$ cat src/rtl/cdb_arbiter.sv
// Common data bus arbiter: buffers results from NUM_SRC producers in small per-source FIFOs
// and broadcasts up to two of them per cycle, round-robin, on two registered CDB ports.
module cdb_arbiter #(
    parameter int NUM_SRC    = 3,
    parameter int FIFO_DEPTH = 2,
    parameter int ROB_W      = 4,
    parameter int DATA_W     = 32
) (
    input  logic                      clk,
    input  logic                      rst,
    input  logic                      rdy,
    input  logic                      has_misbranch,
    input  logic [NUM_SRC-1:0]        src_valid,
    input  logic [NUM_SRC*ROB_W-1:0]  src_robnum,
    input  logic [NUM_SRC*DATA_W-1:0] src_data,
    output logic [NUM_SRC-1:0]        src_ready,
    output logic                      has_rd_ready_1,
    output logic [ROB_W-1:0]          ready_robnum_1,
    output logic [DATA_W-1:0]         ready_data_1,
    output logic                      has_rd_ready_2,
    output logic [ROB_W-1:0]          ready_robnum_2,
    output logic [DATA_W-1:0]         ready_data_2
);

    localparam int PTR_W = (FIFO_DEPTH > 1) ? $clog2(FIFO_DEPTH) : 1;
    localparam int CNT_W = PTR_W + 1;
    localparam int RR_W  = (NUM_SRC > 1) ? $clog2(NUM_SRC) : 1;

    typedef logic [ROB_W+DATA_W-1:0] entry_t;

    entry_t           mem   [NUM_SRC][FIFO_DEPTH];
    logic [PTR_W-1:0] head  [NUM_SRC];
    logic [PTR_W-1:0] tail  [NUM_SRC];
    logic [CNT_W-1:0] count [NUM_SRC];
    logic [RR_W-1:0]  rr_ptr;

    logic [NUM_SRC-1:0] push;
    logic [NUM_SRC-1:0] pop;
    logic               g1_v, g2_v;
    logic [RR_W-1:0]    g1_idx, g2_idx;
    logic [RR_W-1:0]    scan_idx;
    logic [RR_W-1:0]    last_grant;
    logic [RR_W-1:0]    rr_next;

    function automatic logic [PTR_W-1:0] ptr_inc(input logic [PTR_W-1:0] p);
        if (p == PTR_W'(FIFO_DEPTH - 1)) return '0;
        return p + 1'b1;
    endfunction

    // Readiness looks only at the registered count, so a full FIFO refuses even while popping.
    always_comb begin
        for (int s = 0; s < NUM_SRC; s++) begin
            src_ready[s] = rdy && (count[s] < CNT_W'(FIFO_DEPTH));
            push[s]      = src_ready[s] && src_valid[s] && !has_misbranch;
        end
    end

    // NOTE: every signal gets a default at the top of the block so no path can infer a latch.
    always_comb begin
        g1_v     = 1'b0;
        g2_v     = 1'b0;
        g1_idx   = '0;
        g2_idx   = '0;
        scan_idx = '0;
        pop      = '0;
        for (int k = 0; k < NUM_SRC; k++) begin
            scan_idx = RR_W'((int'(rr_ptr) + k) % NUM_SRC);
            if (rdy && count[scan_idx] != '0) begin
                if (!g1_v) begin
                    g1_v   = 1'b1;
                    g1_idx = scan_idx;
                end else if (!g2_v) begin
                    g2_v   = 1'b1;
                    g2_idx = scan_idx;
                end
            end
        end
        if (g1_v) pop[g1_idx] = 1'b1;
        if (g2_v) pop[g2_idx] = 1'b1;
    end

    always_comb begin
        last_grant = g2_v ? g2_idx : g1_idx;
        rr_next    = (last_grant == RR_W'(NUM_SRC - 1)) ? '0 : last_grant + 1'b1;
    end

    // NOTE: the entry storage has no reset; counts and pointers alone decide which entries are live.
    always_ff @(posedge clk) begin
        for (int s = 0; s < NUM_SRC; s++) begin
            if (rst && push[s])
                mem[s][tail[s]] <= {src_robnum[s*ROB_W +: ROB_W], src_data[s*DATA_W +: DATA_W]};
        end
    end

    always_ff @(posedge clk) begin
        if (!rst) begin
            for (int s = 0; s < NUM_SRC; s++) begin
                head[s]  <= '0;
                tail[s]  <= '0;
                count[s] <= '0;
            end
            rr_ptr         <= '0;
            has_rd_ready_1 <= 1'b0;
            has_rd_ready_2 <= 1'b0;
            ready_robnum_1 <= '0;
            ready_data_1   <= '0;
            ready_robnum_2 <= '0;
            ready_data_2   <= '0;
        end else if (has_misbranch) begin
            for (int s = 0; s < NUM_SRC; s++) begin
                head[s]  <= '0;
                tail[s]  <= '0;
                count[s] <= '0;
            end
            rr_ptr         <= '0;
            has_rd_ready_1 <= 1'b0;
            has_rd_ready_2 <= 1'b0;
        end else if (rdy) begin
            for (int s = 0; s < NUM_SRC; s++) begin
                if (push[s]) tail[s] <= ptr_inc(tail[s]);
                if (pop[s])  head[s] <= ptr_inc(head[s]);
                count[s] <= count[s] + CNT_W'(push[s]) - CNT_W'(pop[s]);
            end
            has_rd_ready_1 <= g1_v;
            has_rd_ready_2 <= g2_v;
            if (g1_v) {ready_robnum_1, ready_data_1} <= mem[g1_idx][head[g1_idx]];
            if (g2_v) {ready_robnum_2, ready_data_2} <= mem[g2_idx][head[g2_idx]];
            if (g1_v) rr_ptr <= rr_next;
        end
    end

endmodule
$ cat config.mk
export PLATFORM = sky130hd
export DESIGN_NAME = cdb_arbiter
export DESIGN_NICKNAME = d
export VERILOG_FILES = /design/src/rtl/cdb_arbiter.sv
export SDC_FILE = /design/constraint.sdc
export NUM_CORES = 1
export LEC_CHECK = 0
export CORE_AREA = 10 10 230 232
export CTS_CLUSTER_DIAMETER = 30
export DETAILED_ROUTE_END_ITERATION = 16
export DIE_AREA = 0 0 240 242
export SLEW_MARGIN = 10
export SYNTH_ARGS = -nofsm -noshare
export SYNTH_HDL_FRONTEND = slang
export SYNTH_SLANG_ARGS = --single-unit
$ cat constraint.sdc
create_clock -name clk -period 3.72 [get_ports clk]
set_clock_uncertainty 0.2 [all_clocks]
set_input_delay 0.744 -clock clk [delete_from_list [all_inputs] [get_ports clk]]
set_output_delay 0.744 -clock clk [all_outputs]
set_load 0.02 [all_outputs]
-- Yosys cells after proc, flatten, opt, wreduce, memory -nomap -nowiden
Memory sizes are Yosys's and may differ from the RTL's.
Cells that the tools add are included.
- add/subtract/negate cells: 15
- div/mod/pow operators: 3
- magnitude comparators: 15
- eq/ne operators: 1
- muxes and demuxes: 165
- bitwise logic cells: 26
- reductions and logical operators: 28
- operators with widths (kind ; number):
    two-way mux 36 bit ; 9
    two-way mux 72 bit ; 3
    two-way mux 1 bit ; 128
    demux 36 bit (select 1 bit) ; 3
    remainder unit 32 x 3 -> 32 bit, second input constant ; 2
    two-way mux 2 bit ; 18
    remainder unit 3 x 3 -> 32 bit, second input constant ; 1
    logical AND 1 bit ; 20
    OR 1 bit ; 18
    greater-or-equal comparator 2 bit, second input constant ; 5
    NOT 1 -> 2 bit ; 5
    adder 1 bit, second input constant ; 6
    adder 2 x 1 -> 2 bit ; 3
    less-than comparator 2 x 1 -> 1 bit, second input constant ; 3
    less-than comparator 2 bit, second input constant ; 3
    less-than comparator 2 x 3 -> 1 bit, second input constant ; 2
    two-way mux 3 bit ; 2
    AND reduction 3 bit ; 2
    nonzero test 2 bit ; 3
    subtractor 2 x 1 -> 2 bit ; 3
    demux 1 bit (select 2 bit) ; 2
    greater-or-equal comparator 2 x 1 -> 1 bit, second input constant ; 2
    adder 2 x 1 -> 3 bit, second input constant ; 1
    adder 2 x 2 -> 3 bit, second input constant ; 1
    7 further kinds ; 8
- flip-flop bits (word level): 76
- RAM bits: 228
- input port bits: 115
- output and inout port bits: 77
- logic and storage cells: 264
- memories: 4
- memory list (name ; depth ; width ; read ports ; clocked after memory_dff ; wr ports ; line ; RTL):
    mem ; 3 ; 72 ; 2 ; 0 ; 3 ; 31 ; entry_t mem [NUM_SRC][FIFO_DEPTH];
    count ; 3 ; 2 ; 6 ; 0 ; 3 ; 34 ; logic [CNT_W-1:0] count [NUM_SRC];
    head ; 3 ; 1 ; 5 ; 0 ; 3 ; 32 ; logic [PTR_W-1:0] head [NUM_SRC];
    tail ; 3 ; 1 ; 3 ; 0 ; 3 ; 33 ; logic [PTR_W-1:0] tail [NUM_SRC];

-- Depth between registers and ports, before layout
An unclocked memory read counts as a cell.
- depth after elaboration: 26
- depth in mapped cells: 17
- depth with buffers taken out: 14

-- Worst setup path before layout
Ideal clock, no wire load.
- kind: register to register
- from: register rr_ptr[1]
- to: memory count[0][1] (netlist name) (data pin)
- library setup time: 0.258 ns
- arrival: 3.219 ns
- data required time: 3.262 ns
- slack: 0.043 ns
- stages on the path, launching flop included: 18
- path buffers: 3
- clock period less this slack: 3.677 ns
- cells stage by stage: dfxtp_1 -> inv_1 -> ha_1 -> buf_6 -> mux2_4 -> o31ai_1 -> and4_1 -> clkbuf_1 -> o21ai_1 -> buf_2 -> a31oi_1 -> inv_1 -> ha_1 -> inv_1 -> ha_1 -> xor2_1 -> xnor2_1 -> nor2_1
- RTL lines (item ; line ; RTL):
    start: declaration ; 35 ; logic [RR_W-1:0] rr_ptr;
    start signal: assignment ; 128 ; if (g1_v) rr_ptr <= rr_next;
    end: declaration ; 34 ;

-- Worst setup path after layout
- from: register rr_ptr[0]
- to: register ready_data_1[6]
- cells in the longest elaborated chain, start to end: 14
- elaborated cells on any way between the ends: 27
- those cells by class: add/sub: 2; div: 3; mux: 11; bitwise: 1; reduce/logical: 7; memory: 3
- RTL lines (item ; line ; RTL):
    parallel branches: the longest is 14 deep, another holds remainder unit 32 x 3 -> 32 bit ; n/a ;
    end signal: assignment ; 126 ; if (g1_v) {ready_robnum_1, ready_data_1} <= mem[g1_idx][head[g1_idx]];
    end: declaration ; 19 ; output logic [DATA_W-1:0] ready_data_1,
Parallel ways; which one is timed is not known. The select of a mux whose other input is x is not followed.
A chain may end at the register's enable or synchronous reset.

==> results.md <==
* Reg clk slew, reported paths at 0.05 ns
* First-pass DRT Iterations at 5
* Max Fclk at 279 MHz
* Critical Path Sink Type: flop
* IO Pins at 192
* Pwr/cell area at ~600 nW/um^2
* Met1 usage at 0.221
* Crit Path Category: reg2reg
* Post-layout min period at between 3 and 4 ns
* Post-synthesis sequential area ratio at 0.582
* CTS Root Cell: clkbuf_16
* Leak at ~0.0076 uW
* Slowest library cell on the worst path: nor3_4
* Setup TNS at 0 ns
* Ys flop type: edfxtp_1
* # rows at 81
* RSZ-0062 raised after global routing: no
* WL per Instance at 24.9 microns
* Die X-Extent at between 200 and 250 microns
* Grt ovf at 0
* GR Layer Usage met2 at 0.284
* DR vias at 11072
* Mapped Avg Cell Area at between 10 and 15 sq um
* Pin count of the biggest net entering global routing at 80
* Input/output buffers at roughly 190
* Peak supply drop at approximately 0.32 mV
* Reg area at about 8400 sq um
* Outcome: completed
* Worst Tran Pin Value at about 1.2 ns
* Synth unique cells at 62
* Slew HR at 0.214
* DR vias/cell at 5.32
* Post CTS Setup Buffer Count at 0
* CTS buffer count at 73
* Fin crit share at 0.965
* Die Y at around 240 microns
* Placement Cell Area at about 17000 sq um
* Hold WC Path Type: reg2reg
* GRT Util Overall at 0.175
* Layout fillers at roughly 4400
* Worst path required time at approximately 4.0 ns
* Hold_buf cts at 0
* CP peak stage delay at ~0.94 ns
* GRT busiest layer: met2
* DIE AREA at 58100 sq um
* Cell taking the most area after synthesis: edfxtp_1
* Family with the most delay on the worst path: simple AND/OR/NAND/NOR gates
* H-tree Lvls at 3
* Area of the multi-input gates at between 5000 and 6000 sq um
* Residual DRC count at 0
* Final instance area at approximately 20000 sq um
* MaxCap Viol Count at 0
* Share of the synthesized area in the top cell type at 0.476
* Final Hold Fails at 0
* YS warnings at 0
* Total Routed Length at 51900 microns
* P&R area growth vs syn at 39.6%
* CTS tree: done
* Crit path top cell by count: buf_4
* Worst setup SP type: flop
* WP buf/inv at 4
* Top post-synthesis cells by area: edfxtp_1, dfxtp_1, mux2i_1
* Placer congestion estimate at approximately 0.86
* Number of flops mapped to enable cells by yosys at 228
* Nets@finish at 1524
* Netlist Area Pre-Place at 14400 sq um
* Share of flip-flops with an asynchronous set or reset at 0
* Synthesized Nets at 1270
* Post-Syn Instances at between 1000 and 1500
* Post-route ant nets at 0
* 1st-iter DRT viols at between 800 and 900
* Core Box Area at approximately 48000 sq um
* Hpwl dp at ~33000 microns
* Clk sinks at 304
* Critical Path, Cell by Cell: inv_1 -> ha_4 -> nor3b_2 -> buf_4 -> nor2_1 -> o31ai_2 -> buf_4 -> nand3_1 -> nand2b_1 -> nor3_4 -> buf_12 -> a211o_1
* Final setup vio count at 0
* Layout cells sized above 1 at 0.202
* CP max FO at 22
* Max Slew Vio Count at 0
* Met3 usage at 0.0416
* Most common cell in the synthesized netlist: edfxtp_1
* Initial antenna violation count at 2
* Bufs on Longest Clock Path at 3
* Most frequent cells after synthesis: edfxtp_1, mux2i_1, nand2_1
* Clock Latency Late Sink at a little under 0.6 ns
* Arr. time, crit path at 3.90 ns
* Seq cells post-synth at roughly 300
* Vias in the first global route at 11546
* Starting Density at 0.297
* Global-route wire length before repair at 76100 microns
==> power by group <==
part | switching, uW | internal, uW
logic | 975 | 843
clock network | 2010 | 4360
registers | 93.2 | 3780
==> cells in the final DEF (no fill, tap or decap), drive strengths merged, types with 4 or more instances in the layout <==
cell / count
edfxtp: 228
clkdlybuf4s50: 191
mux2i: 104
clkbuf: 101
nand2: 93
nand3: 89
dfxtp: 76
buf: 76
mux2: 68
a211o: 65
nor2: 44
o21ai: 42
a21oi: 32
o221ai: 30
a2bb2oi: 30
inv: 29
o211ai: 21
and3: 17
clkinv: 17
nand2b: 12
ha: 10
o2111ai: 9
nor3: 9
clkinvlp: 7
bufinv: 6
nor3b: 6
o31ai: 5
xnor2: 4
o21a: 4
o41ai: 4
==> registers in the layout, summed over array words and instances (netlist names) <==
register	flops
mem	216
ready_data_1	32
count	6
has_rd_ready_2	1
head	3
ready_robnum_2	4
ready_robnum_1	4
ready_data_2	32
tail	3
rr_ptr	2
has_rd_ready_1	1
==> per-layer routing <==
| layer | wire [microns] | share of wire |
|---|---|---|
| met5 | 13 | 0.00025 |
| met3 | 3570 | 0.069 |
| met2 | 24800 | 0.48 |
| met4 | 1380 | 0.027 |
| met1 | 22100 | 0.43 |
==> logic make-up after synthesis <==
logic type / count (synthesis) / share of synthesized area
DFF: 304 / 0.582
and+or+nand+nor: 282 / 0.0924
AOI/OAI and AO/OA: 257 / 0.137
muxes: 172 / 0.134
buffers and inverters: 112 / 0.0405
adders and majority gates: 11 / 0.00940
xor gates and xnor gates: 7 / 0.00426
==> final timing paths <==
check | start | endpoint | slack, ns | cells after the start
worst max-delay path | rr_ptr[0] | ready_data_1[6] | 0.13 | 12
worst min-delay path | ready_data_2[4] | ready_data_2[4] | 0.27 | 2
worst max register to register | rr_ptr[0] | ready_data_1[6] | 0.13 | 12
worst min register to register | ready_data_2[4] | ready_data_2[4] | 0.27 | 2
==> stage by stage <==
step	hold WS [ns]	util	std cells	worst slack, ns	power [uW]
after floorplan	0.277	-	1145	0.0430	4940
after global placement	0.257	0.361	1946	0.0273	5710
after detailed placement	0.268	0.361	1946	-0.0449	5720
after CTS	0.274	0.414	2082	0.0266	12100
after global routing	0.296	0.414	2083	0.00162	12500
final	0.271	0.414	2083	0.132	12100
==> area by class of cell <==
cell class / instances / area share
diodes: 1 / 0.000125
repair buffers: 267 / 0.136
well taps: 622 / 0.0388
inverters: 24 / 0.00449
clock inverters: 35 / 0.0210
multi-input cells: 729 / 0.279
flip-flops and latches: 304 / 0.417
clock buffers: 101 / 0.104
==> worst reg2reg max path: stages (launching register included) <==
cell and delay (ns):
dfxtp_1 0.38, inv_1 0.11, ha_4 0.29, nor3b_2 0.17, buf_4 0.15, nor2_1 0.20
o31ai_2 0.08, buf_4 0.16, nand3_1 0.21, nand2b_1 0.14, nor3_4 0.94, buf_12 0.33
a211o_1 0.17
==> timing repair <==
item                       4_1_cts  5_1_grt
setup endpoints to repair        1       60
cloned                           0        0
gates resized for setup          4        9
pin swaps                        0        0
No activity file was read; power rests on OpenSTA's default activity.
